--- config.mk ---
export PLATFORM = sky130hd
export DESIGN_NAME = regfile_ctx_switch_ctrl
export DESIGN_NICKNAME = d
export VERILOG_FILES = /design/src/rtl/ctx_ctrl_pkg.sv /design/src/rtl/regfile_ctx_switch_ctrl.sv
export SDC_FILE = /design/constraint.sdc
export NUM_CORES = 1
export LEC_CHECK = 0
export CAP_MARGIN = 20
export CORE_MARGIN = 5
export CORE_UTILIZATION = 69
export CTS_CLUSTER_DIAMETER = 30
export DETAILED_ROUTE_END_ITERATION = 12
export DONT_BUFFER_PORTS = 1
export HOLD_SLACK_MARGIN = 0.05
export PLACE_DENSITY = 0.86
export SLEW_MARGIN = 0
export SYNTH_ARGS = -nofsm -noshare
export SYNTH_HDL_FRONTEND = slang
export SYNTH_SLANG_ARGS = --single-unit
export TNS_END_PERCENT = 10
--- constraint.sdc ---
create_clock -name CLK -period 13.5 [get_ports CLK]
set_clock_uncertainty 0.05 [all_clocks]
set_input_delay 3.375 -clock CLK [delete_from_list [all_inputs] [get_ports CLK]]
set_output_delay 3.375 -clock CLK [all_outputs]
set_load 0.05 [all_outputs]
--- src/rtl/ctx_ctrl_pkg.sv ---
// rtl/ctx_ctrl_pkg.sv - shared types and constants for the register-file context save/restore sequencer
package ctx_ctrl_pkg;

  localparam int WORD_BYTES = 4;
  localparam int RF_ADDR_W  = 5;

  typedef enum logic [2:0] {
    ST_IDLE,
    ST_SAVE_RD,
    ST_SAVE_MEM,
    ST_RESTORE_MEM,
    ST_RESTORE_WR,
    ST_DONE
  } ctx_state_e;

endpackage

--- src/rtl/regfile_ctx_switch_ctrl.sv ---
// rtl/regfile_ctx_switch_ctrl.sv - sequences register-file save to / restore from a memory save area
// Owns the RF read-address and write ports and stalls the pipeline while BUSY.
module regfile_ctx_switch_ctrl
  import ctx_ctrl_pkg::*;
#(
  parameter int FIRST_REG = 1,
  parameter int LAST_REG  = 31,
  parameter int ADDR_W    = 32,
  parameter int DATA_W    = 32
) (
  input  logic                 CLK,
  input  logic                 RESET,
  input  logic                 SAVE_REQ,
  input  logic                 RESTORE_REQ,
  input  logic [ADDR_W-1:0]    BASE_ADDR,
  output logic                 BUSY,
  output logic                 PIPE_STALL,
  output logic                 DONE,
  output logic [RF_ADDR_W-1:0] RF_RADDR,
  input  logic [DATA_W-1:0]    RF_RDATA,
  output logic [RF_ADDR_W-1:0] RF_WADDR,
  output logic [DATA_W-1:0]    RF_WDATA,
  output logic                 RF_WRITE,
  output logic [ADDR_W-1:0]    MEM_ADDR,
  output logic [DATA_W-1:0]    MEM_WDATA,
  output logic                 MEM_WRITE,
  output logic                 MEM_READ,
  input  logic [DATA_W-1:0]    MEM_RDATA,
  input  logic                 MEM_BUSYWAIT
);

  localparam logic [RF_ADDR_W-1:0] FIRST_IDX = RF_ADDR_W'(FIRST_REG);
  localparam logic [RF_ADDR_W-1:0] LAST_IDX  = RF_ADDR_W'(LAST_REG);

  ctx_state_e           state, state_nxt;
  logic [RF_ADDR_W-1:0] idx, idx_nxt;
  logic [ADDR_W-1:0]    base, base_nxt;
  logic [ADDR_W-1:0]    addr_sum;
  logic                 last_reg, mem_done, load_addr;
  logic                 done_nxt, mem_write_nxt, mem_read_nxt, rf_write_nxt;
  logic [DATA_W-1:0]    mem_wdata_nxt, rf_wdata_nxt;
  logic [RF_ADDR_W-1:0] rf_raddr_nxt, rf_waddr_nxt;

  assign last_reg = (idx == LAST_IDX);
  assign mem_done = (MEM_WRITE | MEM_READ) & ~MEM_BUSYWAIT;

  // Address of the word for the register being moved into next; index never drops below FIRST_REG.
  assign addr_sum = base_nxt + ADDR_W'(idx_nxt - FIRST_IDX) * ADDR_W'(WORD_BYTES);

  always_comb begin
    state_nxt     = state;
    idx_nxt       = idx;
    base_nxt      = base;
    done_nxt      = 1'b0;
    rf_write_nxt  = 1'b0;
    load_addr     = 1'b0;
    mem_write_nxt = MEM_WRITE;
    mem_read_nxt  = MEM_READ;
    mem_wdata_nxt = MEM_WDATA;
    rf_wdata_nxt  = RF_WDATA;
    rf_raddr_nxt  = RF_RADDR;
    rf_waddr_nxt  = RF_WADDR;
    case (state)
      ST_IDLE: begin
        if (SAVE_REQ) begin
          state_nxt    = ST_SAVE_RD;
          base_nxt     = BASE_ADDR;
          idx_nxt      = FIRST_IDX;
          rf_raddr_nxt = FIRST_IDX;
        end else if (RESTORE_REQ) begin
          state_nxt    = ST_RESTORE_MEM;
          base_nxt     = BASE_ADDR;
          idx_nxt      = FIRST_IDX;
          mem_read_nxt = 1'b1;
          load_addr    = 1'b1;
        end
      end
      ST_SAVE_RD: begin
        mem_wdata_nxt = RF_RDATA;
        mem_write_nxt = 1'b1;
        load_addr     = 1'b1;
        state_nxt     = ST_SAVE_MEM;
      end
      ST_SAVE_MEM: begin
        if (mem_done) begin
          mem_write_nxt = 1'b0;
          if (last_reg) begin
            state_nxt = ST_DONE;
            done_nxt  = 1'b1;
          end else begin
            idx_nxt      = idx + RF_ADDR_W'(1);
            rf_raddr_nxt = idx + RF_ADDR_W'(1);
            state_nxt    = ST_SAVE_RD;
          end
        end
      end
      ST_RESTORE_MEM: begin
        if (mem_done) begin
          rf_wdata_nxt = MEM_RDATA;
          rf_waddr_nxt = idx;
          rf_write_nxt = 1'b1;
          mem_read_nxt = 1'b0;
          state_nxt    = ST_RESTORE_WR;
        end
      end
      ST_RESTORE_WR: begin
        if (last_reg) begin
          state_nxt = ST_DONE;
          done_nxt  = 1'b1;
        end else begin
          idx_nxt      = idx + RF_ADDR_W'(1);
          mem_read_nxt = 1'b1;
          load_addr    = 1'b1;
          state_nxt    = ST_RESTORE_MEM;
        end
      end
      ST_DONE:  state_nxt = ST_IDLE;
      default:  state_nxt = ST_IDLE;
    endcase
  end

  always_ff @(posedge CLK) begin
    if (RESET) begin
      state     <= ST_IDLE;
      idx       <= FIRST_IDX;
      base      <= '0;
      BUSY      <= 1'b0;
      DONE      <= 1'b0;
      RF_RADDR  <= '0;
      RF_WADDR  <= '0;
      RF_WDATA  <= '0;
      RF_WRITE  <= 1'b0;
      MEM_ADDR  <= '0;
      MEM_WDATA <= '0;
      MEM_WRITE <= 1'b0;
      MEM_READ  <= 1'b0;
    end else begin
      state     <= state_nxt;
      idx       <= idx_nxt;
      base      <= base_nxt;
      BUSY      <= (state_nxt != ST_IDLE);
      DONE      <= done_nxt;
      RF_RADDR  <= rf_raddr_nxt;
      RF_WADDR  <= rf_waddr_nxt;
      RF_WDATA  <= rf_wdata_nxt;
      RF_WRITE  <= rf_write_nxt;
      MEM_WDATA <= mem_wdata_nxt;
      MEM_WRITE <= mem_write_nxt;
      MEM_READ  <= mem_read_nxt;
      if (load_addr) MEM_ADDR <= addr_sum;
    end
  end

  assign PIPE_STALL = BUSY;

endmodule
==> flow_summary.json, run 1 <==
{
  "crit_top_cell": "a2bb2oi_1",
  "r2r_cells": 20,
  "drive_gt1_share_pct": 6.58,
  "wl_met1_mm": 8.02,
  "yosys.area.top_type": "dfxtp_1",
  "cp_data_required_time_ps": 13940,
  "syn_nets": 1075,
  "finalNetCount": 1044,
  "cts_tree": "done",
  "wl_met2_mm": 10.1,
  "antenna_left": 0,
  "path_clk_slew_ps": 60,
  "cts_hold_buffers": 0,
  "first_global_vias": 6457,
  "synth-edff-count": 0,
  "p_per_area_mw_per_mm2": 184,
  "yosysUniqueCellTypes": 72,
  "root_buffer": "clkbuf_8",
  "yosysWarnings": 0,
  "avgSynthCellArea_um2": 7.85,
  "post-place-ws_ps": 5080,
  "tns_ps": 0,
  "reg2reg_from": "idx[1]$_SDFF_PP0_",
  "ys_async_sr_fraction_pct": 0,
  "drc": 0,
  "worstPathArrival_ps": 8460,
  "syn_inst": 945,
  "die_y_um": 114,
  "worst_hold_path.endpoint": "base[0]$_SDFF_PP0_",
  "antenna_cells": 0,
  "core_area_mm2": 0.0104,
  "crit_family": "compound AO/OA/AOI/OAI gates",
  "ys_seq_area_share_pct": 40.8,
  "cts_inserted_buffers": 17,
  "setup_viol": 0,
  "drv_slew": 0,
  "vdd_drop_max_mv": 0.119,
  "period_minus_slack_ps": 8020,
  "slew_headroom_pct": 35.0,
  "yosys-top-cells-count": "nand2_1 (257), dfxtp_1 (151), a21oi_1 (104)",
  "grt_max_degree": 124,
  "layoutNonFillerInstCount": 1063,
  "dp_hpwl_mm": 14.4,
  "rsz0062_at_grt": "false",
  "synthTopCellsByArea": "dfxtp_1 (41%), nand2_1 (13%), a21oi_1 (7.0%)",
  "maxCapViolCount": 0,
  "cts.sinks": 151,
  "synth_seq_cells": 151,
  "worstMarginPinSlew_ps": 974,
  "reg2reg_setup_slack_ps": 7380,
  "ios": 213,
  "r2r-end": "MEM_ADDR[29]$_SDFFE_PP0P_",
  "clock_latency_ps": 550,
  "io_buffers": 0,
  "grt_pass1_wl_mm": 32.2,
  "final_hold_viol_count": 0,
  "worst-path-max-fanout": 33,
  "hold_class": "reg -> reg",
  "synth_area_mm2": 0.00742,
  "p_leak_nw": 3.17,
  "rows": 37,
  "top_layer_used": "met4",
  "synth_top_area_share_pct": 40.8,
  "drt_wl_total_mm": 20.6,
  "post_cts_buffers": 0,
  "crit_chain": "o21bai_2 > a221o_1 > a2bb2oi_1 > nand3_4 > or3_1 > inv_2 > ha_1 > nand2_1 > a21o_1 > a2111oi_1 > o221ai_1 > a2bb2oi_1 > o31ai_1 > a21oi_1 > or4_1 > nand3_1",
  "critPathCaptureType": "flip-flop",
  "finalCritPeriodShare_pct": 59.4,
  "vias_per_cell": 6.30,
  "p_total_w": 0.00147,
  "drt_pass1_iterations": 5,
  "place_inst": 1029,
  "areaGrowthSynthToFinish_pct": 7.73,
  "dr_wl_met3_mm": 1.89,
  "cts.repair.resized": 0,
  "synth-main-ff-cell": "dfxtp_1",
  "fin_ws_ps": 5480,
  "min_from": "base[0]$_SDFF_PP0_",
  "h-tree-depth": 4,
  "crit_path_start_kind": "input port",
  "place_congestion": 0.887,
  "crit_buf_inv": 1,
  "post-synth-top-count-cell": "nand2_1",
  "initial_core_util_pct": 71.2,
  "overflow": 0,
  "track_usage_pct": 31.1,
  "crit_type": "in -> reg",
  "die-width_um": 114,
  "worst_path_max_delay_cell": "a2111oi_1",
  "antenna_found_initial": 0,
  "vias": 6694,
  "status": "finished, final reports clean",
  "slowest_delay_ps": 580,
  "drt_iter0_drc": 569,
  "fmax_mhz": 125,
  "wl_per_cell_um": 19.4,
  "fp.dieArea_mm2": 0.0129,
  "hold_depth": 2,
  "clockBufferDepth": 2,
  "holdWs_ps": 452
}
-- tightest hold or removal path: stages (launching register included) --
cell     delay [ps]
dfxtp_1         300
mux2i_1          80
nor2_1           80
-- state kept, by name, summed over array words and instances, names as in the netlist --
| name | count |
|---|---|
| idx | 5 |
| base | 32 |
| state | 3 |
| MEM_ADDR | 32 |
| RF_WRITE | 1 |
| MEM_WDATA | 32 |
| RF_WDATA | 32 |
| MEM_READ | 1 |
| DONE | 1 |
| MEM_WRITE | 1 |
| BUSY | 1 |
| RF_WADDR | 5 |
| RF_RADDR | 5 |
-- layout make-up --
class / instances / area, um^2
fill: 771 / 2430
tap: 136 / 170
multi-input combinational: 721 / 4100
timing repair buffer: 8 / 75.1
inverter: 15 / 56.3
clock inverter: 13 / 148
sequential: 151 / 3020
clock buffer: 19 / 422
-- cells by family after synthesis --
logic type | share of synthesized area, %
adders and majority gates | 5.40
xor gates and xnor gates | 3.31
and+or+nand+nor | 25.3
AOI/OAI and AO/OA | 19.3
buffers and inverters | 4.12
muxes | 1.86
DFF | 40.8
-- worst max path at each step --
stage                            start                   endpoint  slack (ps)  cells past startpoint
after floorplan           MEM_BUSYWAIT  MEM_ADDR[29]$_SDFFE_PP0P_        5670                     18
after global placement    MEM_BUSYWAIT  MEM_ADDR[29]$_SDFFE_PP0P_        5270                     16
after detailed placement  MEM_BUSYWAIT  MEM_ADDR[29]$_SDFFE_PP0P_        5080                     16
after CTS                 MEM_BUSYWAIT  MEM_ADDR[29]$_SDFFE_PP0P_        5580                     16
after global routing      MEM_BUSYWAIT  MEM_ADDR[25]$_SDFFE_PP0P_        5110                     16
final                     MEM_BUSYWAIT  MEM_ADDR[29]$_SDFFE_PP0P_        5480                     16
-- stage by stage --
stage	utilization, %	cell area (um^2)
after floorplan	-	7420
after global placement	71.0	7390
after detailed placement	71.0	7390
after CTS	76.4	7960
after global routing	76.7	7990
final	76.7	7990
-- cells in the final DEF, fill, tap and decap left out, types with 4 or more instances in the layout --
cell type,instances
nor3_1,8
inv_1,14
a211oi_1,19
and2_1,29
nand4_1,4
ha_1,28
nor2_1,55
dfxtp_1,151
a21oi_1,104
buf_4,6
mux2i_1,10
nand3_1,21
a21o_1,17
xor2_1,8
nand2_1,257
clkbuf_16,16
or3_1,9
or2_2,4
o21ai_0,18
o21a_1,5
a22oi_1,4
nor2b_1,7
a31oi_1,8
o22ai_1,8
nand2b_1,7
o31ai_1,4
xnor2_1,20
nor3b_1,4
-- per-layer routing --
| metal | vias up | track usage, % |
|---|---|---|
| met1 | 3163 | 36.8 |
| li1 | 3169 | - |
| met5 | - | 0 |
| met2 | 311 | 51.5 |
| met4 | 0 | 14.9 |
| met3 | 51 | 9.34 |
-- power by group --
part	total, W	switching [W]	internal (W)
Combinational	0.000347	0.000223	0.000124
Sequential	0.000661	0.000165	0.000496
Clock	0.000458	0.000193	0.000265
(Power assumes the default switching activity.)
==> run 2, diff against run 1 <==
- CORE_UTILIZATION: 69 -> 64
- PLACE_DENSITY: 0.86 -> 0.81
- clock period: 13.5 -> 8.26 ns (I/O delays scaled with it)
==> flow_summary.json, run 2 (same netlist as run 1, synthesis figures left out) <==
{
  "finalCoreUtilization_pct": 70.5,
  "layoutNonFillerInstCount": 1070,
  "fp.dieArea_mm2": 0.0138,
  "worstMarginPinSlew_ps": 973,
  "overflow": 0,
  "status": "finished, final reports clean",
  "cts.repair.resized": 0,
  "first_global_vias": 6316,
  "worstSetupStartpoint": "MEM_BUSYWAIT",
  "post-place-ws_ps": 1160,
  "die-width_um": 118,
  "areaGrowthSynthToFinish_pct": 8.05,
  "finalNetCount": 1044,
  "layout_common_cells": "nand2_1 (257), dfxtp_1 (151), a21oi_1 (104)",
  "crit_path_start_kind": "input port",
  "slew_headroom_pct": 35.1,
  "core_area_mm2": 0.0114,
  "hold_class": "reg -> reg",
  "post_cts_buffers": 0,
  "p_total_w": 0.00241,
  "setup_viol": 0,
  "fin_ws_ps": 1540,
  "h-tree-depth": 4,
  "drc": 0,
  "clockBufferDepth": 2,
  "die_y_um": 118,
  "root_buffer": "clkbuf_16",
  "maxCapViolCount": 0,
  "io_buffers": 0,
  "r2r-end": "MEM_ADDR[29]$_SDFFE_PP0P_",
  "cts_inserted_buffers": 17,
  "reg2reg_from": "idx[1]$_SDFF_PP0_",
  "clock_latency_ps": 430,
  "drv_slew": 0,
  "fillCellCount": 916,
  "drive_gt1_share_pct": 6.58,
  "antenna_left": 0,
  "rows": 39,
  "r2r_cells": 20,
  "place_congestion": 0.983,
  "drt_pass1_iterations": 5,
  "final_hold_viol_count": 0,
  "crit_type": "in -> reg",
  "vias": 6578,
  "place_inst": 1036,
  "track_usage_pct": 28.2,
  "path_clk_slew_ps": 60,
  "p_leak_nw": 3.18,
  "vias_per_cell": 6.15,
  "critPathCaptureType": "flip-flop",
  "ios": 213,
  "p_per_area_mw_per_mm2": 301,
  "cts_tree": "done",
  "antenna_found_initial": 0,
  "vdd_drop_max_mv": 0.192,
  "worst-path-max-fanout": 33,
  "tns_ps": 0,
  "dp_hpwl_mm": 14.5,
  "period_minus_slack_ps": 6720,
  "worstPathArrival_ps": 7030,
  "cp_data_required_time_ps": 8580,
  "wl_per_cell_um": 18.7,
  "cts_hold_buffers": 0,
  "reg2reg_setup_slack_ps": 2320,
  "grt_pass1_wl_mm": 32.3,
  "min_from": "base[1]$_SDFF_PP0_",
  "initial_core_util_pct": 65.2,
  "drt_iter0_drc": 551,
  "finalCritPeriodShare_pct": 81.3,
  "antenna_cells": 0,
  "cts.sinks": 151,
  "layout_commonest_cell": "nand2_1",
  "endpoint": "MEM_ADDR[29]$_SDFFE_PP0P_",
  "fmax_mhz": 149,
  "grt_max_degree": 124,
  "drt_wl_total_mm": 20.0,
  "rsz0062_at_grt": "false"
}
==> run 2: cell types whose count changed in the layout (fill, tap and decap cells not counted) <==
| cell | delta |
|---|---|
| clkbuf_16 | +1 |
| inv_6 | +2 |
| buf_6 | +1 |
| inv_8 | -1 |
| buf_8 | -1 |
| clkinv_2 | -1 |
| clkinvlp_4 | -1 |
==> run 2: metal layers <==
layer / vias up / routed length (um) / GRT usage, %
li1: 3169 / - / -
met1: 3088 / 8130 / 33.8
met2: 274 / 9730 / 46.8
met3: 47 / 1670 / 9.80
met4: 0 / 516 / 10.3
met5: - / 0 / 0
==> run 2: worst min-delay path by stage <==
| stage | endpoint | slack, ps | depth (start not counted) |
|---|---|---|---|
| global route | RF_WADDR[4]$_SDFFE_PP0P_ | 470 | 2 |
| CTS | base[1]$_SDFF_PP0_ | 450 | 2 |
| detailed placement | base[1]$_SDFF_PP0_ | 440 | 2 |
| finish | base[1]$_SDFF_PP0_ | 440 | 2 |
| floorplan | base[0]$_SDFF_PP0_ | 410 | 2 |
| global placement | base[1]$_SDFF_PP0_ | 420 | 2 |
==> run 2: final cells by class <==
class	instances	area (um^2)	share of cell area [%]
clock inverters	12	141	1.76
repair buffers	8	71.3	0.890
clock buffers	20	447	5.57
inverters	15	56.3	0.703
well taps	143	179	2.23
multi-input cells	721	4100	51.1
flip-flops and latches	151	3020	37.7
==> run 2: metrics by stage <==
stage                     cell area, um^2  hold slack [ps]
after floorplan                      7420              406
after global placement               7400              422
after detailed placement             7400              436
after CTS                            7990              451
after global routing                 8010              472
final                                8010              444
==> run 2: critical path: stages <==
cell       delay (ps)
o21bai_2          200
a221o_1           470
a221oi_4          450
nand3_4           130
or3_1             510
inv_2             520
ha_1              320
nand2_1           110
a21o_1            160
a2111oi_1         580
o221ai_1          300
a2bb2oi_1         240
o31ai_1           340
a21oi_1           130
or4_1             420
nand3_1            80
==> run 2: report_power, final <==
group          internal (W)  switching (W)  leakage, nW
clock              0.000457       0.000311        0.282
combinational      0.000202       0.000359         1.67
sequential         0.000811       0.000268         1.23
total               0.00147       0.000938         3.18
==> run 3, diff against run 2 <==
- clock period: 8.26 -> 6.6 ns (I/O delays scaled with it)
==> flow_summary.json, run 3 (same netlist as run 1, synthesis figures left out) <==
{
  "drt_wl_total_mm": 20.8,
  "drt_iter0_drc": 602,
  "r2r_cells": 22,
  "reg2reg_setup_slack_ps": 720,
  "drv_slew": 0,
  "cts.repair.resized": 0,
  "antenna_left": 0,
  "endpoint": "MEM_ADDR[31]$_SDFFE_PP0P_",
  "drive_gt1_share_pct": 7.29,
  "worstSetupStartpoint": "MEM_BUSYWAIT",
  "drc": 0,
  "cp.depth": 18,
  "post-place-ws_ps": 303,
  "p_per_area_mw_per_mm2": 375,
  "p_leak_nw": 3.20,
  "grt_pass1_wl_mm": 33.7,
  "initial_core_util_pct": 65.2,
  "overflow": 0,
  "core_area_mm2": 0.0114,
  "status": "finished, final reports clean",
  "place_inst": 1042,
  "clockBufferDepth": 2,
  "worst-path-max-fanout": 6,
  "root_buffer": "clkbuf_16",
  "worstPathArrival_ps": 6270,
  "dp_hpwl_mm": 15.0,
  "r2r-end": "MEM_ADDR[31]$_SDFFE_PP0P_",
  "ios": 213,
  "layoutNonFillerInstCount": 1076,
  "antenna_cells": 0,
  "crit_family": "compound AO/OA/AOI/OAI gates",
  "finalCoreUtilization_pct": 70.9,
  "reg2reg_from": "idx[1]$_SDFF_PP0_",
  "layout_common_cells": "nand2_1 (257), dfxtp_1 (151), a21oi_1 (104)",
  "worst_path_max_delay_cell": "or3_1",
  "worstMarginPinSlew_ps": 967,
  "cts_hold_buffers": 0,
  "crit_type": "in -> reg",
  "path_clk_slew_ps": 60,
  "grt_max_degree": 124,
  "fin_ws_ps": 592,
  "vias": 6723,
  "finalNetCount": 1050,
  "track_usage_pct": 29.3,
  "h-tree-depth": 4,
  "wl_per_cell_um": 19.3,
  "period_minus_slack_ps": 6010,
  "vias_per_cell": 6.25,
  "hold_class": "reg -> reg",
  "die_y_um": 118,
  "io_buffers": 0,
  "cp_data_required_time_ps": 6870,
  "critPathCaptureType": "flip-flop",
  "slowest_delay_ps": 420,
  "fp.dieArea_mm2": 0.0138,
  "crit_chain": "or3_1 > o31ai_2 > mux2_4 > ha_1 > inv_1 > ha_1 > a211oi_1 > o21bai_1 > a21oi_1 > a21o_1 > a2111oi_1 > buf_4 > o221ai_1 > a2bb2oi_1 > o31ai_1 > a41oi_1 > nor3b_1 > a211o_1",
  "crit_buf_inv": 2,
  "rsz0062_at_grt": "false",
  "drt_pass1_iterations": 6,
  "vdd_drop_max_mv": 0.276,
  "layout_commonest_cell": "nand2_1",
  "tns_ps": 0,
  "maxCapViolCount": 0,
  "crit_top_cell": "ha_1",
  "rows": 39,
  "final_hold_viol_count": 0,
  "slew_headroom_pct": 35.5,
  "fmax_mhz": 166,
  "crit_path_start_kind": "input port",
  "post_cts_buffers": 0,
  "areaGrowthSynthToFinish_pct": 8.65,
  "setup_viol": 0,
  "clock_latency_ps": 430,
  "finalCritPeriodShare_pct": 91.0,
  "die-width_um": 118,
  "cts.sinks": 151,
  "cts_inserted_buffers": 17,
  "place_congestion": 0.992,
  "antenna_found_initial": 0,
  "first_global_vias": 6568,
  "cts_tree": "done"
}
==> run 3: layout make-up <==
cell class	instances	area (um^2)
fillers	913	3310
clock inverters	11	114
clock buffers	21	470
multi-input cells	721	4100
repair buffers	14	120
well taps	143	179
inverters	15	56.3
flip-flops and latches	151	3020
==> run 3: worst register-to-register path, cell delays in order (launching register included) <==
cell	delay, ps
dfxtp_1	390
ha_1	280
nand3_1	140
inv_1	60
ha_1	270
or4b_4	580
o31ai_2	100
mux2_4	380
ha_1	350
inv_1	60
ha_1	300
a211oi_1	370
o21bai_1	160
a21oi_1	360
a21o_1	180
a2111oi_1	70
buf_4	150
o221ai_1	360
a2bb2oi_1	350
o31ai_1	160
a41oi_1	290
nor3b_1	90
a211o_1	240
==> run 3: layer usage <==
layer	global-route usage, %	vias up	routed length [um]
met5	0	-	0
met4	11.2	0	517
met3	8.27	52	1840
met2	49.5	306	10200
met1	35.4	3182	8250
li1	-	3183	-
==> run 3: power by group <==
part,total [W],internal [W],switching [W]
registers,0.00135,0.00101,0.000337
logic,0.000711,0.000260,0.000451
clock network,0.000958,0.000555,0.000403
total,0.00302,0.00183,0.00119
==> run 3: how the worst min path moves through the flow <==
stage | from | endpoint | slack, ps | cells after the start
detailed placement | base[31]$_SDFF_PP0_ | base[31]$_SDFF_PP0_ | 450 | 2
finish | idx[4]$_SDFF_PP0_ | RF_WADDR[4]$_SDFFE_PP0P_ | 450 | 2
floorplan | base[0]$_SDFF_PP0_ | base[0]$_SDFF_PP0_ | 410 | 2
CTS | idx[4]$_SDFF_PP0_ | RF_WADDR[4]$_SDFFE_PP0P_ | 450 | 2
global placement | base[1]$_SDFF_PP0_ | base[1]$_SDFF_PP0_ | 420 | 2
global route | idx[4]$_SDFF_PP0_ | RF_WADDR[4]$_SDFFE_PP0P_ | 470 | 2
==> run 3: stage by stage <==
step	area, um^2	hold WS [ps]	total power (W)
2_1_floorplan	7420	406	0.00189
3_3_place_gp	7440	420	0.00203
3_5_place_dp	7440	448	0.00206
4_1_cts	8030	450	0.00300
5_1_grt	8060	467	0.00316
6_report	8060	452	0.00302
